## src/rtl/idex_stage_buf.sv

```systemverilog
// Elastic ID/EX pipeline stage: valid/ready on both sides, 2-entry skid buffer,
// synchronous flush with NOP insertion and a saturating backpressure counter.
module idex_stage_buf #(
    parameter int WORD_W = 16,
    parameter int CTRL_W = 32,
    parameter int CNT_W  = 16
) (
    input  logic              clk,
    input  logic              reset,
    input  logic              flush,
    input  logic              in_valid,
    output logic              in_ready,
    input  logic [WORD_W-1:0] in_pc,
    input  logic [WORD_W-1:0] in_instr,
    input  logic [WORD_W-1:0] in_sr1,
    input  logic [WORD_W-1:0] in_sr2,
    input  logic [CTRL_W-1:0] in_ctrl,
    input  logic              in_br_en,
    output logic              out_valid,
    input  logic              out_ready,
    output logic [WORD_W-1:0] out_pc,
    output logic [WORD_W-1:0] out_instr,
    output logic [WORD_W-1:0] out_sr1,
    output logic [WORD_W-1:0] out_sr2,
    output logic [CTRL_W-1:0] out_ctrl,
    output logic              out_br_en,
    output logic [CNT_W-1:0]  stall_cycles
);

    typedef struct packed {
        logic [WORD_W-1:0] pc;
        logic [WORD_W-1:0] instr;
        logic [WORD_W-1:0] sr1;
        logic [WORD_W-1:0] sr2;
        logic [CTRL_W-1:0] ctrl;
        logic              br_en;
    } beat_t;

    typedef enum logic [1:0] {
        EMPTY = 2'd0,
        ONE   = 2'd1,
        FULL  = 2'd2
    } state_t;

    state_t state_q, state_d;
    beat_t  main_q, skid_q, in_beat;
    logic   in_fire, out_fire;
    logic   load_main_in, load_main_skid, load_skid;

    assign in_beat = '{pc: in_pc, instr: in_instr, sr1: in_sr1, sr2: in_sr2,
                       ctrl: in_ctrl, br_en: in_br_en};

    // in_ready looks only at state, flush and reset so no combinational path from out_ready.
    assign out_valid = (state_q != EMPTY);
    assign in_ready  = reset & ~flush & (state_q != FULL);
    assign in_fire   = in_valid & in_ready;
    assign out_fire  = out_valid & out_ready;

    always_comb begin
        // NOTE: every signal written here gets a default first so no latch is inferred.
        state_d        = state_q;
        load_main_in   = 1'b0;
        load_main_skid = 1'b0;
        load_skid      = 1'b0;
        if (flush) begin
            state_d = EMPTY;
        end else begin
            case (state_q)
                EMPTY: begin
                    if (in_fire) begin
                        state_d      = ONE;
                        load_main_in = 1'b1;
                    end
                end
                ONE: begin
                    if (in_fire && out_fire) begin
                        load_main_in = 1'b1;
                    end else if (in_fire) begin
                        state_d   = FULL;
                        load_skid = 1'b1;
                    end else if (out_fire) begin
                        state_d = EMPTY;
                    end
                end
                FULL: begin
                    if (out_fire) begin
                        state_d        = ONE;
                        load_main_skid = 1'b1;
                    end
                end
                default: state_d = EMPTY;
            endcase
        end
    end

    // NOTE: sequential state uses non-blocking assignments only, so every register
    // samples the pre-edge values regardless of statement order.
    always_ff @(posedge clk or negedge reset) begin
        if (!reset) begin
            state_q      <= EMPTY;
            main_q       <= '0;
            skid_q       <= '0;
            stall_cycles <= '0;
        end else begin
            state_q <= state_d;
            if (flush) begin
                main_q <= '0;
                skid_q <= '0;
            end else begin
                if (load_main_in) begin
                    main_q <= in_beat;
                end else if (load_main_skid) begin
                    main_q <= skid_q;
                end
                if (load_skid) begin
                    skid_q <= in_beat;
                end
            end
            if (out_valid && !out_ready && !flush && !(&stall_cycles)) begin
                stall_cycles <= stall_cycles + 1'b1;
            end
        end
    end

    assign out_pc    = main_q.pc;
    assign out_instr = main_q.instr;
    assign out_sr1   = main_q.sr1;
    assign out_sr2   = main_q.sr2;
    assign out_ctrl  = main_q.ctrl;
    assign out_br_en = main_q.br_en;

endmodule

```

## config.mk

```make
export PLATFORM = sky130hd
export DESIGN_NAME = idex_stage_buf
export DESIGN_NICKNAME = d
export VERILOG_FILES = /design/src/rtl/idex_stage_buf.sv
export SDC_FILE = /design/constraint.sdc
export NUM_CORES = 1
export LEC_CHECK = 0
export BUFFER_PORTS_ARGS = -buffer_cell sky130_fd_sc_hd__buf_4
export CAP_MARGIN = 15
export CORE_UTILIZATION = 55
export DETAILED_ROUTE_END_ITERATION = 8
export GPL_TIMING_DRIVEN = 1
export PLACE_DENSITY = 0.92
export SYNTH_ARGS = -nofsm -noshare
export SYNTH_HDL_FRONTEND = slang
export SYNTH_SLANG_ARGS = --single-unit
```

## constraint.sdc

```tcl
create_clock -name clk -period 4.1 [get_ports clk]
set_input_delay 0.615 -clock clk [delete_from_list [all_inputs] [get_ports clk]]
set_output_delay 0.615 -clock clk [all_outputs]
set_load 0.1 [all_outputs]
```

=== Word level (Yosys, flattened, before mapping) ===
Index checks and enable logic that the tools add are counted.
W data, S select, Z words.

* Bits in registers: 212
* Bits of input ports: 102
* Output and inout port bits: 115

* Add/sub/neg operators: 1
* Eq/ne operators: 7
* Multiplexer cells: 22
* Bitwise operators: 5
* Reduce and logical (&&, ||, !) cells: 13

{| class="wikitable"
|+ Operators with widths
! kind !! number
|-
| $mux W97 || 5
|-
| $add A16 B1 Y16 const B || 1
|-
| $reduce_and A16 Y1 || 1
|-
| $mux W2 || 6
|-
| $mux W1 || 9
|-
| $ne A3 B3 Y1 const B || 3
|-
| $pmux W2 S3 || 1
|-
| $and A1 B1 Y1 || 4
|-
| $logic_and A1 B1 Y1 || 4
|-
| $ne A4 B4 Y1 const B || 1
|-
| $reduce_and A4 Y1 || 1
|-
| $reduce_bool A2 Y1 || 2
|-
| $logic_not A1 Y1 || 3
|-
| $reduce_bool A3 Y1 || 1
|-
| $eq A2 B1 Y1 const B || 1
|-
| $eq A2 B2 Y1 const B || 1
|-
| $logic_not A2 Y1 || 1
|-
| $ne A2 B2 Y1 const B || 1
|-
| $pmux W1 S2 || 1
|-
| $not A1 Y1 || 1
|}

=== Longest topological paths before layout ===
Gate-level depths: netlist of run 1.

* Depth in word-level cells: 10
* Gate-level depth with buffers: 9
* Gate-level depth less buffers: 5

=== Least setup slack after synthesis of run 1 ===
No wires, ideal clock.

* Path type: input to output
* From: in flush
* To: out in_ready
* Arrival time: 2.994 ns
* Slack: 0.491 ns
* Stages: 2
* Cell sequence: buf_2 nor3b_1

* Cells in the longest elaborated chain, start to end: 3

{| class="wikitable"
|+ RTL lines
! element !! RTL line !! text
|-
| start: declaration || 10 || <nowiki>input logic flush,</nowiki>
|-
| $not A1 Y1 || 55 || <nowiki>assign in_ready = reset & ~flush & (state_q != FULL);</nowiki>
|-
| $and A1 B1 Y1 (2 in a row) || 55 ||
|-
| end: declaration || 12 || <nowiki>output logic in_ready,</nowiki>
|}

No other way between the ends.

=== Worst setup path after layout of run 1 ===
* From: in reset
* To: reg main_q (netlist bit out_sr1[11])

* Cells in the longest elaborated chain, start to end: 9

{| class="wikitable"
|+ RTL lines
! element !! RTL line !! text
|-
| start: declaration || 9 || <nowiki>input logic reset,</nowiki>
|-
| $and A1 B1 Y1 * (2 in a row) || 55 ||
|-
| $and A1 B1 Y1 * || 56 || <nowiki>assign in_fire = in_valid & in_ready;</nowiki>
|-
| $logic_and A1 B1 Y1 || 76 || <nowiki>if (in_fire && out_fire) begin</nowiki>
|-
| $mux W1 || 76 ||
|-
| $pmux W1 S2 * || 68 || <nowiki>case (state_q)</nowiki>
|-
| $mux W1 * || 65 || <nowiki>if (flush) begin</nowiki>
|-
| $mux W97 || 110 || <nowiki>if (load_main_in) begin</nowiki>
|-
| $mux W97 || 106 || <nowiki>if (flush) begin</nowiki>
|-
| end signal: assignment || 111 || <nowiki>main_q <= in_beat;</nowiki>
|-
| end signal: assignment || 113 || <nowiki>main_q <= skid_q;</nowiki>
|-
| end: declaration || 46 || <nowiki>beat_t main_q, skid_q, in_beat;</nowiki>
|}

Mark *: on every way between the ends. The rest lies on a longest branch, timed or not.
A chain may end at the register's enable or synchronous reset.

==> results.cfg, run 1 <==
[status]
status = complete, no violations

[yosys]
yosysSeqAreaShare_pct = 57.6
synth_top_area_share_pct = 57.6
yosys_warnings = 0
netlist_top_cells_area = dfrtp_1 58%, nand2_1 12%, mux2i_1 11%, o21ai_0 8.9%, o21ai_1 1.7%
synthCells = 935
syn_nets = 1038
ys_seq_elements = 212
syn-cell-area_sq_um = 9210
yosysTopAreaCell = dfrtp_1
synth_area_per_cell_sq_um = 9.85
yosysUniqueCellTypes = 36

[drt]
route.detailed.drc = 0
wl_per_cell_um = 17.0
vias = 7500
ant_nets = 0
viasPerCell = 5.56
finalWirelength_um = 22900
drt_iter0_drc = 611
drt_first_pass_iters = 5

[setup_path]
crit_required_ps = 4420
cp.arrival_ps = 2800
rrSetupSlack_ps = 1770
reg2reg_depth = 5
r2r_start = state_q[0]
cp-start-kind = input port
critPathKind = in2reg
cp_max_fo = 76
reg2reg_to = out_ctrl[13]
end_kind = flip-flop

[pwr]
ir_drop_mv = 0.510
power_density_nw_per_um2 = 444
leakage_nw = 5.99
intPower_mw = 3.75
p_sw_share_pct = 27.6
p_comb_share_pct = 14.7
p_clk_share_pct = 42.9
p_seq_share_pct = 42.5
p_sw_mw = 1.43

[sta]
finalCritPeriodShare_pct = 60.3
tns_ps = 0
clock_skew_ps = 6.83
rsz0062_at_grt = no
maxSlewHeadroom_pct = 27.1
worst_pin_slew_ps = 1090
fmax_ghz = 0.405
finalSetupViolations = 0
fin_crit_ps = 2470
worst_slack_ps = 1630
maxSlewViolCount = 0
finalHoldViolCount = 0

[placement]
port_buffers = 216
routabilityCongestion = 0.782
hpwl_um = 14100
place_ws_ps = 1180

[clock_tree]
clock_latency_ps = 490
htreeDepth = 1
path_clk_slew_ps = 60
cts_resized = 0
clkSinkCount = 212
cts_root_buffer = clkbuf_16
numCtsBuffers = 22
clockBufferDepth = 3
postCtsHoldBufs = 0
post_cts_buffers = 0
cts_tree = yes

[die]
fp.dieW_um = 131
ios = 217
rows = 46
core_sq_um = 16100
start_util_pct = 57.2
die_h_um = 131
dieArea_sq_um = 17300

[global_route]
grt_pass1_vias = 7604
grt_pass1_wl_um = 37700
grt_max_degree = 137
overflow = 0
grtUsageTotal_pct = 26.9
antenna_found_initial = 0

[finish]
drive_above_1_share_pct = 23.7
final_cell_mix = 300 x nand2_1, 222 x buf_4, 212 x dfrtp_1
utilization_pct = 72.4
layout_commonest_cell = nand2_1
synthToLayoutAreaGrowth_pct = 26.7
fillers = 1136
multi_input_comb_area_sq_um = 3550
finalNetCount = 1220
regArea_sq_um = 5310
antennaDiodeCount = 0

[job]
maxCapViolations = 0

[min_path]
hold_path.class = in2async
## state kept, by name, indices dropped and copies added, names as in the netlist
name          cells
out_br_en         1
out_ctrl         32
out_instr        16
out_pc           16
out_sr1          16
out_sr2          16
skid_q           97
stall_cycles     16
state_q           2
## worst max-delay path by stage
stage           from           end  slack [ps]
3_5_place_dp   reset  out_ctrl[18]        1180
2_1_floorplan  flush      in_ready         490
4_1_cts        reset  out_ctrl[13]        1620
3_3_place_gp   reset   out_sr2[15]        1250
5_1_grt        reset  out_ctrl[18]        1520
6_report       reset   out_sr1[11]        1630
## routing by layer
| metal | track usage [%] | vias up | wire length, um | share of wire, % |
|---|---|---|---|---|
| met5 | 0 | - | 0 | 0 |
| met4 | 8.53 | 0 | 488 | 2.1 |
| met3 | 5.48 | 39 | 1570 | 6.9 |
| met2 | 45.1 | 279 | 11400 | 50 |
| met1 | 34.9 | 3680 | 9470 | 41 |
| li1 | - | 3502 | - | - |
## cell type report
| class | count | share of cell area, % |
|---|---|---|
| Sequential cell | 212 | 45.5 |
| Multi-Input combinational cell | 654 | 30.4 |
| Timing Repair Buffer | 225 | 14.7 |
| Clock buffer | 32 | 5.56 |
| Tap cell | 216 | 2.32 |
| Clock inverter | 8 | 1.44 |
| Inverter | 2 | 0.0750 |
## critical path: stages
cell and delay [ps]:
clkbuf_8 340, nand2_1 270, or4_4 760, buf_12 320, mux2i_1 260, o21ai_1 90
## power by group through the flow
| stage | combinational, mW | clock (mW) | sequential (mW) |
|---|---|---|---|
| floorplan | 0.175 | 0 | 2.57 |
| global placement | 0.755 | 0 | 2.24 |
| detailed placement | 0.762 | 0 | 2.24 |
| CTS | 0.764 | 2.26 | 2.20 |
| global route | 0.796 | 2.34 | 2.21 |
| finish | 0.761 | 2.22 | 2.20 |
## synthesized netlist by cell type
cell type / instances
nand2_1: 300
dfrtp_1: 212
o21ai_0: 163
mux2i_1: 98
clkbuf_1: 34
o21ai_1: 32
buf_2: 17
xor2_1: 13
buf_6: 9
nor3_1: 9
buf_4: 7
nand4_1: 5
nor2_1: 5
nand3_1: 3
nor4_1: 3
mux2_2: 2
nor2b_1: 2
nor3b_1: 2
or4_1: 2
a21o_1: 1
and3_1: 1
and4_1: 1
ha_1: 1
inv_1: 1
inv_2: 1
nand2b_1: 1
nand3b_1: 1
nor4_2: 1
nor4b_4: 1
o2111ai_1: 1
o21a_1: 1
o22a_1: 1
o311a_1: 1
or2_1: 1
or3_1: 1
xnor2_1: 1
## cells by family after synthesis
kind of cell | synth area share [%]
simple gates | 14.9
flops | 57.6
mux | 10.9
compound gates | 11.1
xor+xnor | 1.33
buf+inv | 4.06
fa+ha+maj | 0.136
## metrics by stage
step,power [mW],area [sq um],hold slack (ps),cells
final,5.19,11700,52.9,1349
after global routing,5.35,11700,64.8,1349
after CTS,5.22,11700,55.1,1349
after detailed placement,3.00,10900,474,1309
after global placement,2.99,10900,462,1309
after floorplan,2.74,9210,319,935
Power figures use the tool's default switching activity.
==> run 2: changes to the inputs <==
--- a/config.mk
+++ b/config.mk
@@ -7,10 +7,10 @@
 export LEC_CHECK = 0
 export BUFFER_PORTS_ARGS = -buffer_cell sky130_fd_sc_hd__buf_4
 export CAP_MARGIN = 15
-export CORE_UTILIZATION = 55
+export CORE_UTILIZATION = 54
 export DETAILED_ROUTE_END_ITERATION = 8
 export GPL_TIMING_DRIVEN = 1
-export PLACE_DENSITY = 0.92
+export PLACE_DENSITY = 0.91
 export SYNTH_ARGS = -nofsm -noshare
 export SYNTH_HDL_FRONTEND = slang
 export SYNTH_SLANG_ARGS = --single-unit
==> constraint.sdc (replaced) <==
create_clock -name clk -period 2.5 [get_ports clk]
set_input_delay 0.375 -clock clk [delete_from_list [all_inputs] [get_ports clk]]
set_output_delay 0.375 -clock clk [all_outputs]
set_load 0.1 [all_outputs]
==> run 2 against run 1 <==
Net effect: final cell count is 0.37% higher; critical path type is now reg2reg; clock-buffer cell count is 1 higher; first-iteration DRC count is 12% lower; non-clock buffer count stayed put; total power is 60% higher; via count is 0.41% higher; sequential cell count stayed put; clock skew hardly changed; clock power is 54% higher; wire length is 0.29% lower.
==> results.cfg, run 2 (synthesis gave the netlist of run 1 again) <==
[global_route]
grtUsageTotal_pct = 26.4
grt_pass1_vias = 7496
grt_pass1_wl_um = 37600
overflow = 0
antenna_found_initial = 0
grt_max_degree = 173

[finish]
drive_above_1_share_pct = 24.0
largest_reg_flops = 97
largest-register = skid_q
stdcell_area_sq_um = 11700
layout_commonest_cell = nand2_1
synthToLayoutAreaGrowth_pct = 26.7
antennaDiodeCount = 0
finalNetCount = 1221
final_cell_mix = 300 x nand2_1, 219 x buf_4, 211 x dfrtp_1
stdcell_count = 1354

[sta]
clock_skew_ps = 6.97
worst_pin_slew_ps = 1090
finalSetupViolations = 0
rsz0062_at_grt = no
fin_crit_ps = 2270
maxSlewViolCount = 0
finalHoldViolCount = 0
hold_slack_ps = 4.97
maxSlewHeadroom_pct = 27.7
fmax_ghz = 0.441
finalCritPeriodShare_pct = 90.6
tns_ps = 0

[drt]
drt_first_pass_iters = 5
drt_iter0_drc = 539
vias = 7531
route.detailed.drc = 0
wl_per_cell_um = 16.9
finalWirelength_um = 22900
ant_nets = 0
viasPerCell = 5.56

[clock_tree]
cts_tree = yes
post_cts_buffers = 0
cts_root_buffer = clkbuf_16
cts_resized = 0
clock_latency_ps = 490
clockBufferDepth = 3
numCtsBuffers = 23
htreeDepth = 1
postCtsHoldBufs = 0
path_clk_slew_ps = 60
clkSinkCount = 212

[setup_path]
cp-start-kind = flip-flop
cp_cell_sequence = nor2b_1 > o311a_4 > or2_4 > o21ai_0
slowest_stage = or2_4
rrSetupSlack_ps = 230
end_kind = flip-flop
cpLargestDelayFamily = simple AND/OR/NAND/NOR gates
slowest_delay_ps = 780
crit_buf_inv = 0
cp.arrival_ps = 2590
crit_required_ps = 2820
cp_max_fo = 97
critPathKind = reg2reg

[placement]
hpwl_um = 13700
dp.cells = 1313
port_buffers = 216
routabilityCongestion = 0.837
place_area_sq_um = 10900

[die]
die_h_um = 133
ios = 217
fp.dieW_um = 133
rows = 47
dieArea_sq_um = 17600
core_sq_um = 16600
start_util_pct = 55.3

[pwr]
total_power_mw = 8.29
leakage_nw = 5.99
power_density_nw_per_um2 = 710
ir_drop_mv = 0.636

[status]
status = complete, no violations

[min_path]
hold_path.class = in2async

[job]
maxCapViolations = 0
==> run 2: cell types whose count changed in the layout (fill, tap and decap cells not counted), moves of 2 or more <==
cell,change
clkinv_2,+3
buf_4,-3
bufinv_16,-3
buf_12,+3
clkbuf_8,+2
==> run 2: per-layer routing <==
metal	GRT usage [%]	share of wire, %	routed length (um)
met3	5.02	7.0	1600
met4	6.64	1.8	408
met1	34.2	40	9140
met2	45.8	51	11700
met5	0.278	0	0
==> run 2: per-stage QoR <==
step	util, %	worst slack, ps
2_1_floorplan	-	1.02
3_3_place_gp	65.5	301
3_5_place_dp	65.5	191
4_1_cts	70.1	195
5_1_grt	70.1	31.1
6_report	70.1	234
==> run 2: worst paths after layout <==
path                                endpoint         start  depth (start not counted)
worst max-delay path            out_instr[2]    state_q[0]                          4
worst min-delay path              state_q[1]         reset                          2
worst max register to register  out_instr[2]    state_q[0]                          4
worst min register to register  out_ctrl[22]  out_ctrl[22]                          2
max in group asynchronous        out_ctrl[5]         reset                          3
min in group clk                  skid_q[33]     in_sr2[0]                          3
==> run 2: report_power, final <==
part	total, mW	internal, mW	switching, mW
clock	3.41	2.08	1.33
combinational	1.26	0.321	0.937
sequential	3.62	3.53	0.0903
==> run 2: area by class of cell <==
type	instances	area [sq um]
Sequential cell	212	5310
Tap cell	220	275
Clock inverter	8	96.3
Multi-Input combinational cell	654	3550
Inverter	2	8.76
Clock buffer	33	673
Fill cell	1163	4970
Timing Repair Buffer	225	1760
==> run 2: worst reg2reg max path: cells and delay by family (launching register included) <==
kind | cells | cell delay (ps)
AO/OA/AOI/OAI | 2 | 570
AND/OR/NAND/NOR | 2 | 1100
flip-flops | 1 | 420
==> run 3: changes to the inputs <==
--- a/config.mk
+++ b/config.mk
@@ -7,10 +7,12 @@
 export LEC_CHECK = 0
 export BUFFER_PORTS_ARGS = -buffer_cell sky130_fd_sc_hd__buf_4
 export CAP_MARGIN = 15
+export CORE_ASPECT_RATIO = 2
 export CORE_UTILIZATION = 54
 export DETAILED_ROUTE_END_ITERATION = 8
 export GPL_TIMING_DRIVEN = 1
 export PLACE_DENSITY = 0.91
+export SLEW_MARGIN = 0
 export SYNTH_ARGS = -nofsm -noshare
 export SYNTH_HDL_FRONTEND = slang
 export SYNTH_SLANG_ARGS = --single-unit
==> run 3 against run 2 <==
Net effect: combinational power barely moved; first-iteration DRC count decreased by 15%; worst setup slack improved by 88 ps; wire length grew 2.6%; core utilization shrank 1.2 points; critical endpoint is now out_ctrl[22].
==> results.cfg, run 3 (synthesis gave the netlist of run 1 again) <==
[clock_tree]
path_clk_slew_ps = 70
cts_resized = 0
cts_root_buffer = clkbuf_16
clockBufferDepth = 3
htreeDepth = 1
clock_latency_ps = 490
postCtsHoldBufs = 0
post_cts_buffers = 0
cts_tree = yes
numCtsBuffers = 19
clkSinkCount = 212

[setup_path]
reg2reg_depth = 5
cp.arrival_ps = 2580
cp-start-kind = flip-flop
slowest_stage = buf_4
crit_required_ps = 2910
cp_cell_sequence = nor2b_1 > o311a_4 > buf_4 > nand2_1 > o21ai_0
slowest_delay_ps = 810
end_kind = flip-flop
critPathKind = reg2reg
rrSetupSlack_ps = 320
r2r_start = state_q[0]
cp_max_fo = 97
reg2reg_to = out_ctrl[22]

[die]
start_util_pct = 55.2
dieArea_sq_um = 17600
die_h_um = 187
rows = 67
ios = 217
fp.dieW_um = 94.4
core_sq_um = 16700

[global_route]
antenna_found_initial = 0
grt_pass1_wl_um = 37700
overflow = 0
grt_pass1_vias = 7751
grtUsageTotal_pct = 27.2
grt_max_degree = 213

[sta]
maxSlewViolCount = 0
finalSetupViolations = 0
fmax_ghz = 0.459
tns_ps = 0
finalCritPeriodShare_pct = 87.1
clock_skew_ps = 16.4
fin_crit_ps = 2180
finalHoldViolCount = 0
worst_pin_slew_ps = 1110
rsz0062_at_grt = no
maxSlewHeadroom_pct = 26.3

[finish]
drive_above_1_share_pct = 23.4
largest_reg_flops = 97
finalNetCount = 1218
final_cell_mix = 300 x nand2_1, 219 x buf_4, 211 x dfrtp_1
stdcell_count = 1332
antennaDiodeCount = 0
largest-register = skid_q
layout_commonest_cell = nand2_1
synthToLayoutAreaGrowth_pct = 24.9

[placement]
hpwl_um = 15200
dp.cells = 1301
routabilityCongestion = 0.826
port_buffers = 216

[min_path]
hold_path.startpoint = in_ctrl[1]
whs_path_depth = 3
hold_path.class = in2reg
holdPathEnd = skid_q[2]

[pwr]
power_density_nw_per_um2 = 675
leakage_nw = 5.91
ir_drop_mv = 0.844

[drt]
route.detailed.drc = 0
finalWirelength_um = 23500
wl_per_cell_um = 17.6
ant_nets = 0
vias = 7495
viasPerCell = 5.63
drt_first_pass_iters = 5
drt_iter0_drc = 458

[status]
status = complete, no violations

[job]
maxCapViolations = 0
run 3: cell types whose count changed in the layout (fill, tap and decap cells not counted), sizes merged:
cell and change:
clkbuf -9, clkinv -3, clkinvlp +2, buf +1
run 3: layer usage:
| metal | track usage (%) | up-vias | part of all wire (%) | wire length, um |
|---|---|---|---|---|
| met1 | 29.8 | 3615 | 35 | 8230 |
| met5 | 0 | - | 0 | 0 |
| li1 | - | 3484 | - | - |
| met2 | 46.9 | 293 | 52 | 12300 |
| met3 | 4.36 | 103 | 5.3 | 1230 |
| met4 | 18.3 | 0 | 7.3 | 1720 |
run 3: critical path, delay by kind of cell, from the launching register on:
family	cells	cell delay, ps
buffers and inverters	1	810
DFF	1	420
AOI/OAI and AO/OA	2	330
and+or+nand+nor	2	520
run 3: cell type report:
cell class,instances,area [sq um]
fillers,1201,5180
repair buffers,226,1780
multi-input cells,654,3550
clock inverters,7,93.8
well taps,207,259
clock buffers,24,504
inverters,2,7.51
flip-flops and latches,212,5310
run 3: through the flow:
step	util, %	total power [mW]	hold WS, ps	worst slack (ps)	area, sq um
2_1_floorplan	-	4.50	79.4	1.02	9220
3_3_place_gp	65.4	4.93	462	392	10900
3_5_place_dp	65.4	4.94	472	301	10900
4_1_cts	68.9	7.82	91.0	336	11500
5_1_grt	68.9	8.00	103	137	11500
6_report	68.9	7.76	100	323	11500
run 3: how the worst max path moves through the flow:
stage,slack (ps),cells past startpoint,from,to
5_1_grt,140,5,state_q[0],out_pc[3]
3_5_place_dp,300,6,out_ready,out_ctrl[24]
2_1_floorplan,1,5,stall_cycles[1],stall_cycles[1]
4_1_cts,340,5,state_q[0],out_instr[1]
3_3_place_gp,390,6,out_ready,out_ctrl[24]
6_report,320,5,state_q[0],out_ctrl[22]
run 3: report_power, final:
| part | switching (mW) | total [mW] | internal, mW |
|---|---|---|---|
| Clock | 1.24 | 2.88 | 1.64 |
| Combinational | 0.938 | 1.26 | 0.320 |
| Sequential | 0.0940 | 3.62 | 3.52 |
